[config.mk]
export PLATFORM = sky130hd
export DESIGN_NAME = gshare_predictor
export DESIGN_NICKNAME = d
export VERILOG_FILES = /design/src/rtl/gshare_predictor.sv
export SDC_FILE = /design/constraint.sdc
export NUM_CORES = 1
export LEC_CHECK = 0
export ABC_AREA = 0
export BUFFER_PORTS_ARGS = -buffer_cell sky130_fd_sc_hd__buf_2
export CAP_MARGIN = 20
export CORE_ASPECT_RATIO = 0.8
export CORE_UTILIZATION = 62
export CTS_CLUSTER_DIAMETER = 60
export DETAILED_ROUTE_END_ITERATION = 16
export PLACE_DENSITY = 0.8
export SETUP_SLACK_MARGIN = 0.1
export SLEW_MARGIN = 20
export SYNTH_ARGS = -nofsm -noshare
export SYNTH_HDL_FRONTEND = slang
export SYNTH_SLANG_ARGS = --single-unit
[constraint.sdc]
create_clock -name clk -period 31.4 [get_ports clk]
set_clock_uncertainty 0.2 [all_clocks]
set_input_delay 6.28 -clock clk [delete_from_list [all_inputs] [get_ports clk]]
set_output_delay 6.28 -clock clk [all_outputs]
set_load 0.005 [all_outputs]
[src/rtl/gshare_predictor.sv]
// Gshare/bimodal branch direction predictor: a table of saturating counters indexed by
// PC (optionally XORed with global history), swept to weakly-not-taken after reset.
module gshare_predictor #(
  parameter int IDX_W = 8,
  parameter int CNT_W = 2,
  parameter int GHR_W = 8,
  parameter int MODE  = 1
) (
  input  logic             clk,
  input  logic             rst,
  input  logic             pred_valid,
  input  logic [31:0]      pred_pc,
  input  logic             pred_isbr,
  output logic             pred_taken,
  output logic [IDX_W-1:0] pred_idx,
  output logic [GHR_W-1:0] pred_ghr,
  input  logic             upd_valid,
  input  logic [IDX_W-1:0] upd_idx,
  input  logic             upd_taken,
  input  logic             upd_mispred,
  input  logic [GHR_W-1:0] upd_ghr,
  output logic             ready,
  output logic [31:0]      mispred_cnt
);

  localparam int DEPTH = 1 << IDX_W;
  localparam int INIT_VAL = (1 << (CNT_W - 1)) - 1;
  localparam logic [CNT_W-1:0] CNT_INIT = CNT_W'(INIT_VAL);
  localparam logic [CNT_W-1:0] CNT_MAX  = '1;

  typedef enum logic {INIT, RUN} state_t;

  state_t           state_q, state_d;
  logic [IDX_W-1:0] init_ptr;
  logic [GHR_W-1:0] ghr;
  logic [CNT_W-1:0] cnt_table [DEPTH];

  logic [IDX_W-1:0] pc_bits;
  logic [IDX_W-1:0] ghr_ext;
  logic [GHR_W:0]   spec_shift;
  logic [GHR_W:0]   rec_shift;
  logic [CNT_W-1:0] upd_cnt;
  logic [CNT_W-1:0] upd_cnt_next;
  logic             unused_pc;

  assign pc_bits   = pred_pc[IDX_W+1:2];
  assign unused_pc = ^{pred_pc[31:IDX_W+2], pred_pc[1:0]};

  // NOTE: every variable written in always_comb gets a default first, so no path can infer a latch.
  always_comb begin
    ghr_ext = '0;
    ghr_ext[GHR_W-1:0] = ghr;
  end

  assign pred_idx = (MODE == 0) ? pc_bits : (pc_bits ^ ghr_ext);
  assign pred_ghr = ghr;

  always_comb begin
    pred_taken = 1'b1;
    if (pred_isbr) pred_taken = ready ? cnt_table[pred_idx][CNT_W-1] : 1'b0;
  end

  // One extra bit keeps the shift expression legal when GHR_W is 1.
  assign spec_shift = {ghr, pred_taken};
  assign rec_shift  = {upd_ghr, upd_taken};

  // NOTE: sequential state uses non-blocking assignments so every flop samples pre-edge values.
  always_ff @(posedge clk) begin
    if (rst) state_q <= INIT;
    else     state_q <= state_d;
  end

  always_comb begin
    state_d = state_q;
    ready   = 1'b0;
    case (state_q)
      INIT: if (init_ptr == '1) state_d = RUN;
      RUN:  ready = 1'b1;
      default: state_d = INIT;
    endcase
  end

  always_ff @(posedge clk) begin
    if (rst)                 init_ptr <= '0;
    else if (state_q == INIT) init_ptr <= init_ptr + 1'b1;
  end

  always_comb begin
    upd_cnt      = cnt_table[upd_idx];
    upd_cnt_next = upd_cnt;
    if (upd_taken) begin
      if (upd_cnt != CNT_MAX) upd_cnt_next = upd_cnt + 1'b1;
    end else begin
      if (upd_cnt != '0) upd_cnt_next = upd_cnt - 1'b1;
    end
  end

  // NOTE: the counter table has no reset; the INIT sweep is what makes its contents defined.
  always_ff @(posedge clk) begin
    if (state_q == INIT)                 cnt_table[init_ptr] <= CNT_INIT;
    else if (upd_valid && ready && !rst) cnt_table[upd_idx]  <= upd_cnt_next;
  end

  // Mispredict recovery overrides a speculative shift in the same cycle.
  always_ff @(posedge clk) begin
    if (rst) begin
      ghr <= '0;
    end else if (ready) begin
      if (upd_valid && upd_mispred)   ghr <= rec_shift[GHR_W-1:0];
      else if (pred_valid && pred_isbr) ghr <= spec_shift[GHR_W-1:0];
    end
  end

  always_ff @(posedge clk) begin
    if (rst)
      mispred_cnt <= '0;
    else if (ready && upd_valid && upd_mispred && (mispred_cnt != 32'hFFFF_FFFF))
      mispred_cnt <= mispred_cnt + 32'd1;
  end

endmodule

==> reports/results.txt, run 1 <==
Netlist Area Pre-Place: 25300 um2
I/O pins: 105
RR Endpoint: pred_ghr[0]
Die Wd: 228 um
DRC: 0
Synth Register Bits: 561
Die Area: 41700 um2
Crit path kind: in -> out
Setup_tns: 0 ns
RSZ-0062 raised after global routing: false
Hold Violations, Final: 0
Number of global-route vias before repair: 16500
Status: completed
Relative slew slack: 17.1%
Clock sink count: 561
Crit path DAT: 10.74 ns
Share of cells above drive strength 1: 22.5%
H-tree levels: 2
Ys flop type: edfxtp_1
Final ANT Viol Nets: 0
Clock root cell: clkbuf_16
Ys async rst share: 0%
Post-DP HPWL: 41600 um
Worst Min Path Start: pred_ghr[0]
Power, Total: 1.54 mW
Pwr Density: 55.0 nW/um2
Peak VDD IR: 0.0690 mV
Fin crit share: 54.8%
Sequential area share after synthesis: 64.6%
Placer Congestion: 0.916
R2R setup slack: 26.30 ns
Crit path max fanout: 46
NumNets Final: 1783
Routed vias: 16500
Worst-Skew Late Latency: 0.61 ns
Global-route wire length before repair: 104000 um
Fillcell total: 2481
Antenna violations before repair: 3
Total track usage: 34.0%
Crit path time final: 17.22 ns
Worst Hold Path Cells: 2
FP Rows: 65
Critical R2R Launch: pred_ghr[1]
YS warnings: 0
Post-cts sizing count: 0
Reg2reg path depth: 10
Syn_nets: 1742
Setup-failing EPs final: 0
Data required, critical path: 24.92 ns
CTS Hold Buffers Added: 0
Max_cap viols: 0
Die H: 183 um
Final Slew Violations: 0
F_max: 0.0581 GHz
Post-Synthesis Cells: 1685
Syn-to-layout area delta: 10.6%
CTS Buffer Depth: 3
DRT iter0 DRCs: 2636
Worst Tran Pin Value: 1.24 ns
Total CTS buffers: 51
Avg Vias per Cell: 7.17
Largest net degree at the start of global routing: 257
Core area: 39900 um2
Post-CTS Setup Bufs: 0
Port bufs: 79
DR WL/cell: 30.3 um
Worst min-delay path class: reg -> reg
Cell variety after synth: 60
Avg Cell Area, Syn: 15.0 um2
Min-Delay Endpoint: pred_ghr[1]
Number of synthesized flops with an enable pin: 512
Routed WL: 70000 um
CP Capture Type: output port
Clock slew at reported path FFs: 0.07 ns
Initial Utilization: 63.6%
TritonCTS clock tree: done
Critical path startpoint category: primary input
Leak: 9.64 nW
DR pass1 iterations: 8
GRT Residual Overflow: 0
[power by group]
part / internal [mW] / leakage (nW) / switching (mW)
Clock: 0.383 / 0.868 / 0.280
Combinational: 0.0246 / 2.76 / 0.0497
Sequential: 0.803 / 6.01 / 0.000906
Total: 1.21 / 9.64 / 0.331
[critical path: stages]
cell and delay, ns:
buf_2 0.13, xnor2_4 0.63, clkinv_2 0.60, buf_4 0.57
mux4_2 0.49, nor2_1 0.05, nor4_1 0.47, o2111ai_1 0.36
nor4_1 0.70, or4_4 0.29, buf_2 0.11
[cell usage in the layout, fill, tap and decap left out, types with 6 or more instances in the layout]
| cell type | instances |
|---|---|
| edfxtp_1 | 512 |
| nor2_1 | 317 |
| mux4_2 | 186 |
| nand2_1 | 87 |
| buf_2 | 77 |
| a22oi_1 | 73 |
| clkbuf_16 | 54 |
| dfxtp_1 | 49 |
| a21oi_1 | 48 |
| nand3_1 | 47 |
| buf_4 | 24 |
| xnor2_1 | 18 |
| nor4_1 | 18 |
| or3_1 | 18 |
| o21ai_1 | 17 |
| xor2_1 | 14 |
| nand3b_1 | 14 |
| nand4_1 | 12 |
| clkinv_2 | 10 |
| and3_1 | 9 |
| mux2i_1 | 9 |
| nor3_1 | 9 |
| inv_1 | 8 |
| a311oi_1 | 8 |
| bufinv_16 | 8 |
| clkbuf_1 | 8 |
| clkinv_1 | 8 |
| o21ai_0 | 6 |
| nand3_2 | 6 |
[cells in the mapped netlist (17+ instances only)]
master    instances  share of area [%]
nand2_1          87                1.3
dfxtp_1          49                3.9
a22oi_1          73                2.2
nor2_1          319                4.7
nand3_1          53                1.0
clkbuf_1         85                1.3
xnor2_1          18               0.62
nor4_1           18               0.44
o21ai_1          18               0.36
a21oi_1          49               0.97
or3_1            18               0.44
mux4_2          186                 17
edfxtp_1        512                 61
buf_1            17               0.25
[state kept, by name, indices dropped and copies added, names as in the netlist]
| signal | flops |
|---|---|
| pred_ghr | 8 |
| state_q | 1 |
| init_ptr | 8 |
| cnt_table | 512 |
| mispred_cnt | 32 |
[area by class of cell]
cell class	count	area (um2)	area share [%]
Timing Repair Buffer	107	646	2.30
Tap cell	536	671	2.39
Clock buffer	63	1400	4.98
Inverter	14	53.8	0.192
Sequential cell	561	16400	58.4
Clock inverter	32	379	1.35
Multi-Input combinational cell	991	8510	30.4
Antenna cell	2	5.00	0.0179
[worst max path at each step]
stage                          start               to  slack [ns]  cells past startpoint
after floorplan           upd_idx[0]  cnt_table[0][1]       14.63                     11
after global placement    pred_pc[3]       pred_taken       14.52                     11
after CTS                 pred_pc[3]       pred_taken       14.48                     11
final                     pred_pc[3]       pred_taken       14.18                     11
after global routing      pred_pc[3]       pred_taken       14.27                     11
after detailed placement  pred_pc[3]       pred_taken       14.45                     11
[cell families after synthesis]
| kind of cell | after synthesis | share of synthesized area (%) |
|---|---|---|
| adders and majority gates | 2 | 0.0988 |
| xor gates and xnor gates | 35 | 1.34 |
| buffers and inverters | 133 | 2.12 |
| DFF | 561 | 64.6 |
| and+or+nand+nor | 565 | 9.79 |
| muxes | 199 | 17.1 |
| AOI/OAI and AO/OA | 190 | 5.01 |
[per-stage QoR]
stage	cell area (um2)	hold slack (ns)	util (%)	worst slack [ns]	instances
floorplan	25300	0.288	-	14.63	1685
global placement	26200	0.288	65.6	14.52	2206
detailed placement	26200	0.312	65.7	14.45	2207
CTS	28000	0.321	70.2	14.48	2302
global route	28000	0.356	70.3	14.27	2306
finish	28000	0.323	70.3	14.18	2306
[layer usage]
metal	vias to the layer above	share of wire (%)	global-route usage, %	wire [um]
met5	-	0.016	0	11
met4	2	5.2	16.2	3610
met3	297	15	10.0	10200
met2	1450	46	51.5	31900
met1	8058	35	45.9	24200
li1	6719	-	-	-
Note: power is estimated with default switching activity, not from simulation.
==> run 2: changes to the inputs <==
clock period = 17.45 ns   (was 31.4 ns; I/O delays follow)
==> run 2 against run 1 <==
Effect of this change: critical path depth stayed put; largest power group unchanged; register-to-register slack worse by 14 ns; critical path type unchanged; via count is 0.24% higher; global-route usage is 0.72 points lower; power is 78% higher; worst hold slack worse by 0.015 ns; die area stayed put.
==> reports/results.txt, run 2 (same netlist as run 1, synthesis figures left out) <==
Max_cap viols: 0 (unchanged)
Clock sink count: 561 (unchanged)
GRT Residual Overflow: 0 (unchanged)
Worst min-delay path class: reg -> reg
Relative slew slack: 18.1% (+0.96 points)
Max reg flops: 512 (unchanged)
Fin crit share: 66.9%
Core area: 39900 um2 (unchanged)
Hold Violations, Final: 0 (unchanged)
Post-CTS Setup Bufs: 0 (unchanged)
Worst Min Path Start: mispred_cnt[15]
Crit path kind: in -> out
Port bufs: 79 (unchanged)
Die Area: 41700 um2 (unchanged)
Global-route wire length before repair: 101000 um (-2.2%)
FP Rows: 65 (unchanged)
Critical path startpoint category: primary input
TritonCTS clock tree: done
Total CTS buffers: 51 (unchanged)
Leading cell type in the layout, fill and taps excluded: edfxtp_1
Worst Tran Pin Value: 1.23 ns (-0.0143 ns)
Setup-failing EPs final: 0 (unchanged)
CTS Hold Buffers Added: 0 (unchanged)
Worst setup margin: 5.77 ns (-8.41 ns)
Crit path DAT: 7.99 ns (-2.75 ns)
Initial Utilization: 63.6% (unchanged)
Syn-to-layout area delta: 10.5% (about the same)
Peak VDD IR: 0.0972 mV (+41%)
Final Slew Violations: 0 (unchanged)
Setup_tns: 0 ns (unchanged)
Leak: 9.63 nW (about the same)
Clock root cell: clkbuf_16
Die Wd: 228 um (unchanged)
CP max-delay cell: nor4_1
Total track usage: 33.3% (-0.72 points)
Die H: 183 um (unchanged)
Antenna violations before repair: 3 (unchanged)
I/O pins: 105 (unchanged)
DR pass1 iterations: 6 (-2)
Number of global-route vias before repair: 16100 (-2.1%)
NumNets Final: 1785 (+0.11%)
CP top delay family: simple AND/OR/NAND/NOR gates
Reg2reg path depth: 10 (unchanged)
Worst Hold Path Cells: 2 (unchanged)
Placer Congestion: 0.906 (-1.1%)
Crit path max fanout: 40 (-13%)
Routed vias: 16600 (+0.24%)
DRC: 0 (unchanged)
DR WL/cell: 29.7 um (-2.0%)
F_max: 0.0856 GHz
Share of cells above drive strength 1: 22.5% (+0.031 points)
Power, Total: 2.74 mW (+78%)
Routed WL: 68600 um (-1.9%)
Critical-path cell list: buf_2 > xnor2_4 > clkinv_2 > buf_4 > mux4_2 > nor2_1 > nor4_1 > o2111ai_1 > nor4_1 > or4_4 > buf_2
Avg Vias per Cell: 7.18 (+0.15%)
Post-cts sizing count: 0 (unchanged)
Data required, critical path: 13.76 ns (-11.16 ns)
CP Capture Type: output port
Top Registers: cnt_table (512), mispred_cnt (32)
Critical R2R Launch: cnt_table[148][0]
Post-DP HPWL: 41600 um (+0.17%)
RSZ-0062 raised after global routing: false
H-tree levels: 2 (unchanged)
Reg with most FFs: cnt_table
DRT iter0 DRCs: 2645 (+0.34%)
Slowest stage delay, CP: 0.75 ns (+0.05 ns)
Clock slew at reported path FFs: 0.06 ns (about the same)
Pwr Density: 97.9 nW/um2 (+78%)
Final ANT Viol Nets: 0 (unchanged)
Most frequent cells in the layout: edfxtp_1 (512), nor2_1 (318), mux4_2 (186)
Worst-Skew Late Latency: 0.60 ns (about the same)
Setup WS pre-CTS: 6.13 ns (-8.32 ns)
Crit path time final: 11.68 ns
Buf+Inv Stages, Crit Path: 4 (unchanged)
CP startpoint: pred_pc[3]
Crit path depth: 11 (unchanged)
Largest net degree at the start of global routing: 111 (-57%)
Status: completed
Hold slack: 0.308 ns (-0.0154 ns)
CTS Buffer Depth: 3 (unchanged)
[run 2: final timing paths]
path | endpoint | slack, ns
max | pred_taken | 5.77
min reg2reg | mispred_cnt[15] | 0.31
max reg2reg | cnt_table[120][0] | 12.21
min | mispred_cnt[15] | 0.31
[run 2: final cells by class]
class / count / area, um2
Sequential cell: 561 / 16400
Fill cell: 2502 / 11900
Multi-Input combinational cell: 991 / 8510
Clock buffer: 62 / 1380
Timing Repair Buffer: 109 / 683
Tap cell: 536 / 671
Clock inverter: 33 / 340
Inverter: 14 / 53.8
Antenna cell: 2 / 5.00
[run 2: metrics by stage]
stage	instances	area, um2	util (%)
2_1_floorplan	1685	25300	-
3_3_place_gp	2207	26200	65.6
3_5_place_dp	2207	26200	65.7
4_1_cts	2302	27900	70.0
5_1_grt	2307	28000	70.2
6_report	2308	28000	70.3
[run 2: where the power goes]
| group | switching [mW] | internal [mW] |
|---|---|---|
| Combinational | 0.0893 | 0.0437 |
| Sequential | 0.00152 | 1.44 |
| Clock | 0.496 | 0.666 |
| Total | 0.586 | 2.15 |
[run 2: per-layer routing]
metal / share of wire, % / GRT usage [%] / routed length, um
met5: 0.032 / 0 / 22
met4: 4.3 / 12.7 / 2940
met2: 46 / 51.8 / 31700
met3: 15 / 9.87 / 10000
met1: 35 / 45.0 / 23900
[run 2: worst register-to-register path, cell delays in order, from the launching register on]
cell and delay, ns:
edfxtp_1 0.38, mux4_2 0.47, a22oi_1 0.33, a21oi_1 0.15
nor4_1 0.48, nor2_1 0.13, nor4_1 0.38, a21oi_1 0.17
o21ai_4 0.42, buf_4 0.89, buf_4 0.90
